--- config.mk ---
export PLATFORM = sky130hd
export DESIGN_NAME = tank_render_multi
export DESIGN_NICKNAME = d
export VERILOG_FILES = /design/src/rtl/tank_render_multi.sv
export SDC_FILE = /design/constraint.sdc
export NUM_CORES = 1
export LEC_CHECK = 0
export CAP_MARGIN = 25
export CORE_MARGIN = 2
export CORE_UTILIZATION = 30
export DETAILED_ROUTE_END_ITERATION = 10
export GPL_TIMING_DRIVEN = 0
export MAX_ROUTING_LAYER = met4
export PLACE_DENSITY = 0.57
export SLEW_MARGIN = 20
export SYNTH_ARGS = -nofsm -noshare
export SYNTH_HDL_FRONTEND = slang
export SYNTH_SLANG_ARGS = --single-unit
--- constraint.sdc ---
create_clock -name clk -period 3.24 [get_ports clk]
set_input_delay 0.81 -clock clk [delete_from_list [all_inputs] [get_ports clk]]
set_output_delay 0.81 -clock clk [all_outputs]
set_load 0.02 [all_outputs]
--- src/rtl/tank_render_multi.sv ---
// Multi-tank VGA renderer: 3-stage pipeline (centre calc, shape hit test,
// priority select) with a per-tank life/explosion state machine. The
// lowest-index covering tank wins the pixel and its index is reported.
module tank_render_multi #(
  parameter int          N_TANKS     = 4,
  parameter int          CELL        = 20,
  parameter int          ORIGIN      = 80,
  parameter int          HALF        = 10,
  parameter int          BARREL_HW   = 5,
  parameter int          EXPL_FRAMES = 16,
  parameter logic [11:0] BG_COLOR    = 12'h000
) (
  input  logic                       clk,
  input  logic                       rst_n,
  input  logic                       enable,
  input  logic                       frame_start,
  input  logic [10:0]                VGA_xpos,
  input  logic [10:0]                VGA_ypos,
  input  logic [5*N_TANKS-1:0]       x_rel_pos,
  input  logic [5*N_TANKS-1:0]       y_rel_pos,
  input  logic [N_TANKS-1:0]         tank_state,
  input  logic [N_TANKS-1:0]         tank_ide,
  input  logic [2*N_TANKS-1:0]       tank_dir,
  output logic [11:0]                VGA_data,
  output logic                       VGA_hit,
  output logic [$clog2(N_TANKS)-1:0] hit_idx
);

  localparam int IW = $clog2(N_TANKS);
  localparam logic [11:0] BLUE   = 12'h00F;
  localparam logic [11:0] RED    = 12'hF00;
  localparam logic [11:0] YELLOW = 12'hFF0;
  localparam logic signed [11:0] H = 12'(HALF);
  localparam logic signed [11:0] B = 12'(BARREL_HW);
  localparam logic signed [11:0] Z = '0;

  typedef enum logic [1:0] {DEAD = 2'd0, ALIVE = 2'd1, EXPL = 2'd2} tank_st_t;

  logic [10:0]            px_s1_reg, py_s1_reg;
  logic                   en_s1_reg, en_s2_reg;
  logic [N_TANKS-1:0]     hit_s2;
  logic [12*N_TANKS-1:0]  col_s2;
  logic [11:0]            data_next;
  logic                   hit_next;
  logic [IW-1:0]          idx_next;

  // S1/S2 shared pixel and enable pipeline
  always_ff @(posedge clk) begin
    if (!rst_n) begin
      px_s1_reg <= '0;
      py_s1_reg <= '0;
      en_s1_reg <= 1'b0;
      en_s2_reg <= 1'b0;
    end else begin
      px_s1_reg <= VGA_xpos;
      py_s1_reg <= VGA_ypos;
      en_s1_reg <= enable;
      en_s2_reg <= en_s1_reg;
    end
  end

  generate
    for (genvar gi = 0; gi < N_TANKS; gi++) begin : g_tank
      tank_st_t         st_reg, st_next, st_s1_reg;
      logic [7:0]       cnt_reg, cnt_next;
      logic             flash_s1_reg, ide_s1_reg;
      logic [1:0]       dir_s1_reg;
      logic [10:0]      cx_calc, cy_calc, cx_s1_reg, cy_s1_reg;
      logic signed [11:0] dx, dy;
      logic             dx_in_h, dx_in_b, dx_neg, dx_pos;
      logic             dy_in_h, dy_in_b, dy_neg, dy_pos;
      logic             shape, hit_calc;
      logic [11:0]      col_calc;
      logic             hit_s2_reg;
      logic [11:0]      col_s2_reg;

      assign cx_calc = 11'(x_rel_pos[5*gi +: 5]) * 11'(CELL) + 11'(ORIGIN);
      assign cy_calc = 11'(y_rel_pos[5*gi +: 5]) * 11'(CELL) + 11'(ORIGIN);

      // Life/explosion next state; respawn overrides the countdown
      always_comb begin
        st_next  = st_reg;
        cnt_next = cnt_reg;
        case (st_reg)
          DEAD:  if (tank_state[gi]) st_next = ALIVE;
          ALIVE: if (!tank_state[gi]) begin
                   st_next  = EXPL;
                   cnt_next = 8'(EXPL_FRAMES - 1);
                 end
          EXPL:  if (tank_state[gi]) st_next = ALIVE;
                 else if (frame_start) begin
                   if (cnt_reg == 8'd0) st_next = DEAD;
                   else                 cnt_next = cnt_reg - 8'd1;
                 end
          default: st_next = DEAD;
        endcase
      end

      // Life/explosion state register
      always_ff @(posedge clk) begin
        if (!rst_n) begin
          st_reg  <= DEAD;
          cnt_reg <= '0;
        end else begin
          st_reg  <= st_next;
          cnt_reg <= cnt_next;
        end
      end

      // S1: snapshot of tank attributes travelling with the pixel
      always_ff @(posedge clk) begin
        if (!rst_n) begin
          st_s1_reg    <= DEAD;
          flash_s1_reg <= 1'b0;
          ide_s1_reg   <= 1'b0;
          dir_s1_reg   <= '0;
          cx_s1_reg    <= '0;
          cy_s1_reg    <= '0;
        end else begin
          st_s1_reg    <= st_reg;
          flash_s1_reg <= cnt_reg[1];
          ide_s1_reg   <= tank_ide[gi];
          dir_s1_reg   <= tank_dir[2*gi +: 2];
          cx_s1_reg    <= cx_calc;
          cy_s1_reg    <= cy_calc;
        end
      end

      assign dx = $signed({1'b0, px_s1_reg}) - $signed({1'b0, cx_s1_reg});
      assign dy = $signed({1'b0, py_s1_reg}) - $signed({1'b0, cy_s1_reg});

      assign dx_in_h = (dx > -H) && (dx < H);
      assign dx_in_b = (dx > -B) && (dx < B);
      assign dx_neg  = (dx > -H) && (dx < Z);
      assign dx_pos  = (dx > Z)  && (dx < H);
      assign dy_in_h = (dy > -H) && (dy < H);
      assign dy_in_b = (dy > -B) && (dy < B);
      assign dy_neg  = (dy > -H) && (dy < Z);
      assign dy_pos  = (dy > Z)  && (dy < H);

      // S2: shape hit test; axis lines stay uncovered by design
      always_comb begin
        shape    = 1'b0;
        hit_calc = 1'b0;
        col_calc = YELLOW;
        case (dir_s1_reg)
          2'b00: shape = (dx_in_b && dy_neg) || (dx_in_h && dy_pos);
          2'b01: shape = (dx_in_h && dy_neg) || (dx_in_b && dy_pos);
          2'b10: shape = (dx_neg && dy_in_b) || (dx_pos && dy_in_h);
          default: shape = (dx_neg && dy_in_h) || (dx_pos && dy_in_b);
        endcase
        if (st_s1_reg == ALIVE) begin
          hit_calc = shape;
          col_calc = ide_s1_reg ? BLUE : RED;
        end else if (st_s1_reg == EXPL) begin
          hit_calc = flash_s1_reg && dx_in_h && dy_in_h;
        end
      end

      // S2 register of per-tank hit and colour
      always_ff @(posedge clk) begin
        if (!rst_n) begin
          hit_s2_reg <= 1'b0;
          col_s2_reg <= '0;
        end else begin
          hit_s2_reg <= hit_calc;
          col_s2_reg <= col_calc;
        end
      end

      assign hit_s2[gi]         = hit_s2_reg;
      assign col_s2[12*gi +: 12] = col_s2_reg;
    end
  endgenerate

  // S3: lowest index wins; disabled pixels show background
  always_comb begin
    data_next = BG_COLOR;
    hit_next  = 1'b0;
    idx_next  = '0;
    if (en_s2_reg) begin
      for (int i = N_TANKS - 1; i >= 0; i--) begin
        if (hit_s2[i]) begin
          data_next = col_s2[12*i +: 12];
          hit_next  = 1'b1;
          idx_next  = IW'(i);
        end
      end
    end
  end

  // S3 output register
  always_ff @(posedge clk) begin
    if (!rst_n) begin
      VGA_data <= 12'h000;
      VGA_hit  <= 1'b0;
      hit_idx  <= '0;
    end else begin
      VGA_data <= data_next;
      VGA_hit  <= hit_next;
      hit_idx  <= idx_next;
    end
  end

endmodule

# [Word-level counts from Yosys, hierarchy flattened]
# Index checks and enable logic that the tools add are counted.
[word_totals] output_inout_bits=15 in_bits=82 register_bits=243 elab_cells=376
[op_classes] multipliers=8 add_sub_neg=20 mux=75 magnitude_cmp=48 n_eq_ne=52 reduce_logical=119 bitwise=2
[op_table] operator="$mux W12" count=12
[op_table] operator="$mux W8" count=16
[op_table] operator="$gt A12 B1 Y1 const B" count=8
[op_table] operator="$gt A12 B4 Y1 const B" count=8
[op_table] operator="$gt A12 B5 Y1 const B" count=8
[op_table] operator="$lt A12 B1 Y1 const B" count=8
[op_table] operator="$lt A12 B4 Y1 const B" count=8
[op_table] operator="$lt A12 B5 Y1 const B" count=8
[op_table] operator="$sub A11 B11 Y12" count=8
[op_table] operator="$add A10 B7 Y11 const B" count=8
[op_table] operator="$logic_and A1 B1 Y1" count=72
[op_table] operator="$mul A5 B3 Y8 const B" count=8
[op_table] operator="$pmux W8 S2" count=4
[op_table] operator="$mux W2" count=22
[op_table] operator="$ne A2 B2 Y1 const B" count=20
[op_table] operator="$logic_not A8 Y1" count=4
[op_table] operator="$sub A8 B1 Y8 const B" count=4
[op_table] operator="$eq A2 B1 Y1 const B" count=12
[op_table] operator="$eq A2 B2 Y1 const B" count=12
[op_table] operator="$ne A3 B3 Y1 const B" count=8
[op_table] operator="$pmux W2 S3" count=4
[op_table] operator="$reduce_and A5 Y1" count=4
[op_table] operator="$logic_not A2 Y1" count=8
[op_table] operator="$logic_or A1 B1 Y1" count=16
[op_table] operator="other kinds (8)" count=34

# [Depth between registers and ports, before layout]
[logic_depth] word_depth=7 ltp_mapped=14 ltp_nobuf=14

# [Worst setup path before layout]
# No wires, ideal clock.
[synth_path] path_type="reg2reg" start="reg py_s1_reg[2]" end="reg g_tank[1].hit_s2_reg" path_buffers=0 path_stages_with_launch=15 period_less_slack_ns=2.932 required_time_ns=3.167 path_slack_ns=0.308 setup_ns=0.073 t_arrival_ns=2.859 cell_sequence="dfxtp_1 -> inv_1 -> ha_1 -> inv_1 -> fa_1 -> a211o_1 -> a21oi_1 -> o21ba_2 -> xor2_1 -> or4_1 -> or3_1 -> nand2b_1 -> o21ai_1 -> a31o_1 -> o22ai_2"
[synth_via] elab_chain_len=7 elab_cells_between_ends=27 cone_classes="add/sub (1); order compare (6); mux (3); reduce/logical (17)"
[synth_rtl] element="start: declaration" line_no="39" source="logic [10:0] px_s1_reg, py_s1_reg;"
[synth_rtl] element="start signal: assignment" line_no="56" source="py_s1_reg <= VGA_ypos;"
[synth_rtl] element="$sub A11 B11 Y12 *" line_no="130" source="assign dy = $signed({1'b0, py_s1_reg}) - $signed({1'b0, cy_s1_reg});"
[synth_rtl] element="$gt A12 B5 Y1, or another cell as far along" line_no="136, 138"
[synth_rtl] element="$logic_and A1 B1 Y1 (on tied branches) (2 in series)"
[synth_rtl] element="$logic_or A1 B1 Y1 (on tied branches)"
[synth_rtl] element="$pmux W1 S3" line_no="146" source="case (dir_s1_reg)"
[synth_rtl] element="$mux W1 *" line_no="152" source="if (st_s1_reg == ALIVE) begin"
[synth_rtl] element="end signal: assignment" line_no="166" source="hit_s2_reg <= hit_calc;"
[synth_rtl] element="end: declaration" line_no="74" source="logic hit_s2_reg;"
# Mark *: on every way between the ends. The rest lies on a longest branch, timed or not.
# A chain may end at the register's enable or synchronous reset.

# [Worst setup path in the final report]
# Same ends and word-level chain as after synthesis.

==> flow_summary.ini <==
[global_route]
grt_pass1_wl_um = 52700
grt_pass1_vias = 10300
grt.total_usage = 0.155
antenna_found_initial = 3
grt_max_degree = 19
grt_overflow_total = 0

[critical_path]
path_class = reg -> reg
ff2ff_setup_slack_ns = 0.09
critPathMaxFanout = 4
crit_chain = clkinv_4, ha_4, inv_1, fa_2, a211o_1, a21oi_2, o21ba_4, xor2_4, or4_1, or3_4, nand2b_4, o21ai_2, a31o_1, o22ai_2
cp-start-kind = register
cp_slowest_cell = or4_1
cp_data_arrival_time_ns = 3.51
cp.required_ns = 3.60
end_kind = register
max_stage_delay_ns = 0.47

[synth]
yosysWarningCount = 0
synth_ff_type = dfxtp_1
ys_seq_elements = 182
syn_area_per_cell_sq_um = 8.39
yosys.cell_types.count = 88
syn_inst = 1485
ys_seq_area_frac = 0.292
synthArstFlopShare = 0
syn-cell-area_sq_mm = 0.0125
synth_edf_count = 0

[drt]
antenna_left = 0
finalWirelength_um = 32800
drc = 0
vias = 10700
wl_per_cell_um = 15.1
drtIter0Drc = 665
vias_per_cell = 4.95
firstDrtPassIters = 5

[die]
initial_core_util = 0.304
die_w_um = 208
coreArea_sq_mm = 0.0409
dieArea_sq_mm = 0.0432
die_height_um = 208
io_pins = 97
rows = 74

[finish]
register_area_sq_mm = 0.00366
layout-area-overhead-vs-synth_pct = 22.3
drive_gt1_frac = 0.101
nFillCells = 4181
layout_common_cells = dfxtp_1, inv_1, ha_1
final_nets = 1854
multiInputGateArea_sq_mm = 0.00841
layout_commonest_cell = dfxtp_1

[sta]
holdWs_ns = 0.426
setup_viol = 0
slew_headroom = 0.330
max_freq_mhz = 318
min_period_ns = 3.15
slew_viol_final = 0
fin_skew_ns = 0.0179
rsz0062_at_grt = yes
fin_tns_setup_ns = 0
hold_viol = 0
worst_slew_pin_slew_ns = 1.00
period_share = 0.972

[placed_design]
gp_congestion = 0.840
io_buffer_count = 95
hpwl_um = 25600

[clock_tree]
path_clk_slew_ns = 0.07
cts_htree_levels = 4
root_buffer = clkbuf_16
hold_buffers = 0
cts_buffers = 17
cts_tree = yes
clock_latency_ns = 0.46
clock_path_buffers = 2
clkSinkCount = 182

[run]
cap_violations = 0

[worst_hold_path]
hold_class = reg -> reg

[outcome]
status = complete, no violations

[power]
peakVddDrop_mv = 0.227
power_leakage_nw = 6.24
power_density_mw_per_mm2 = 485
==> worst max-delay path, delay by kind of cell (launching register included) <==
kind,cells,cell delay [ns]
and+or+nand+nor,3,0.97
xor gates and xnor gates,1,0.08
AOI/OAI and AO/OA,6,1.08
DFF,1,0.33
buffers and inverters,2,0.12
adders and majority gates,2,0.48
==> power breakdown <==
part           internal, mW  leakage [nW]  switching (mW)
registers              2.42          1.51           0.108
logic                  1.19          4.43            1.45
clock network          1.20         0.297            1.02
==> synthesized netlist by cell type (all sizes together), types with 10 or more instances <==
cell type | instances | share of area
dfxtp | 182 | 0.29
inv | 155 | 0.047
ha | 136 | 0.14
nor2 | 103 | 0.031
and2 | 94 | 0.047
a21oi | 90 | 0.036
o21ai | 80 | 0.032
nand2 | 62 | 0.019
xnor2 | 51 | 0.036
xor2 | 37 | 0.026
nor2b | 35 | 0.018
nor3 | 28 | 0.011
nand3 | 24 | 0.0096
buf | 23 | 0.011
nor4 | 23 | 0.012
nand2b | 22 | 0.011
a21o | 21 | 0.013
clkbuf | 21 | 0.0063
o21a | 19 | 0.011
a31oi | 18 | 0.0090
nand3b | 17 | 0.010
a211oi | 16 | 0.0096
fa | 16 | 0.026
or3 | 16 | 0.0080
nand4 | 13 | 0.0065
nor3b | 13 | 0.0078
o22ai | 10 | 0.0060
==> metal layers <==
metal  part of all wire  GRT usage
met1               0.48      0.201
met2               0.46      0.253
met3              0.034     0.0236
met4              0.018     0.0413
met5                  0          -
==> per-stage QoR <==
| step | worst slack [ns] | util | area (sq um) | instances | power [mW] |
|---|---|---|---|---|---|
| global route | -0.0411 | 0.372 | 15200 | 2165 | 7.86 |
| floorplan | 0.308 | - | 12500 | 1492 | 4.38 |
| global placement | -0.313 | 0.345 | 14100 | 2119 | 4.93 |
| CTS | 0.00337 | 0.361 | 14800 | 2152 | 7.24 |
| finish | 0.0922 | 0.372 | 15200 | 2166 | 7.38 |
| detailed placement | -0.304 | 0.345 | 14100 | 2119 | 4.97 |
==> layout make-up <==
type                            instances  area share
Antenna cell                            1    0.000164
Buffer                                 42      0.0137
Timing Repair Buffer                  111      0.0705
Clock inverter                         14      0.0117
Multi-Input combinational cell       1111       0.552
Sequential cell                       182       0.240
Inverter                              155      0.0387
Tap cell                              532      0.0437
Clock buffer                           18      0.0288
==> timing repair <==
item | in CTS | in global routing
buffers inserted | 1 | 15
gates resized for setup | 17 | 77
cloned | 0 | 0
pin swaps | 3 | 40
setup endpoints to repair | 4 | 4
==> cell families after synthesis <==
group                    count (synthesis)  share of synthesized area
AO/OA/AOI/OAI                          358                      0.191
XOR/XNOR                                88                     0.0619
adder cells (fa/ha/maj)                152                      0.162
buffers and inverters                  199                     0.0641
flip-flops                             182                      0.292
multiplexers                             8                    0.00673
other                                    1                   0.000301
AND/OR/NAND/NOR                        497                      0.222
==> worst paths after layout <==
path / from / endpoint / cells after the start
setup / recovery: py_s1_reg[2] / g_tank[1].hit_s2_reg / 14
hold / removal: g_tank[0].ide_s1_reg / g_tank[0].col_s2_reg[10] / 1
setup reg to reg: py_s1_reg[2] / g_tank[1].hit_s2_reg / 14
hold reg to reg: g_tank[0].ide_s1_reg / g_tank[0].col_s2_reg[10] / 1
Note: power is estimated with default switching activity, not from simulation.
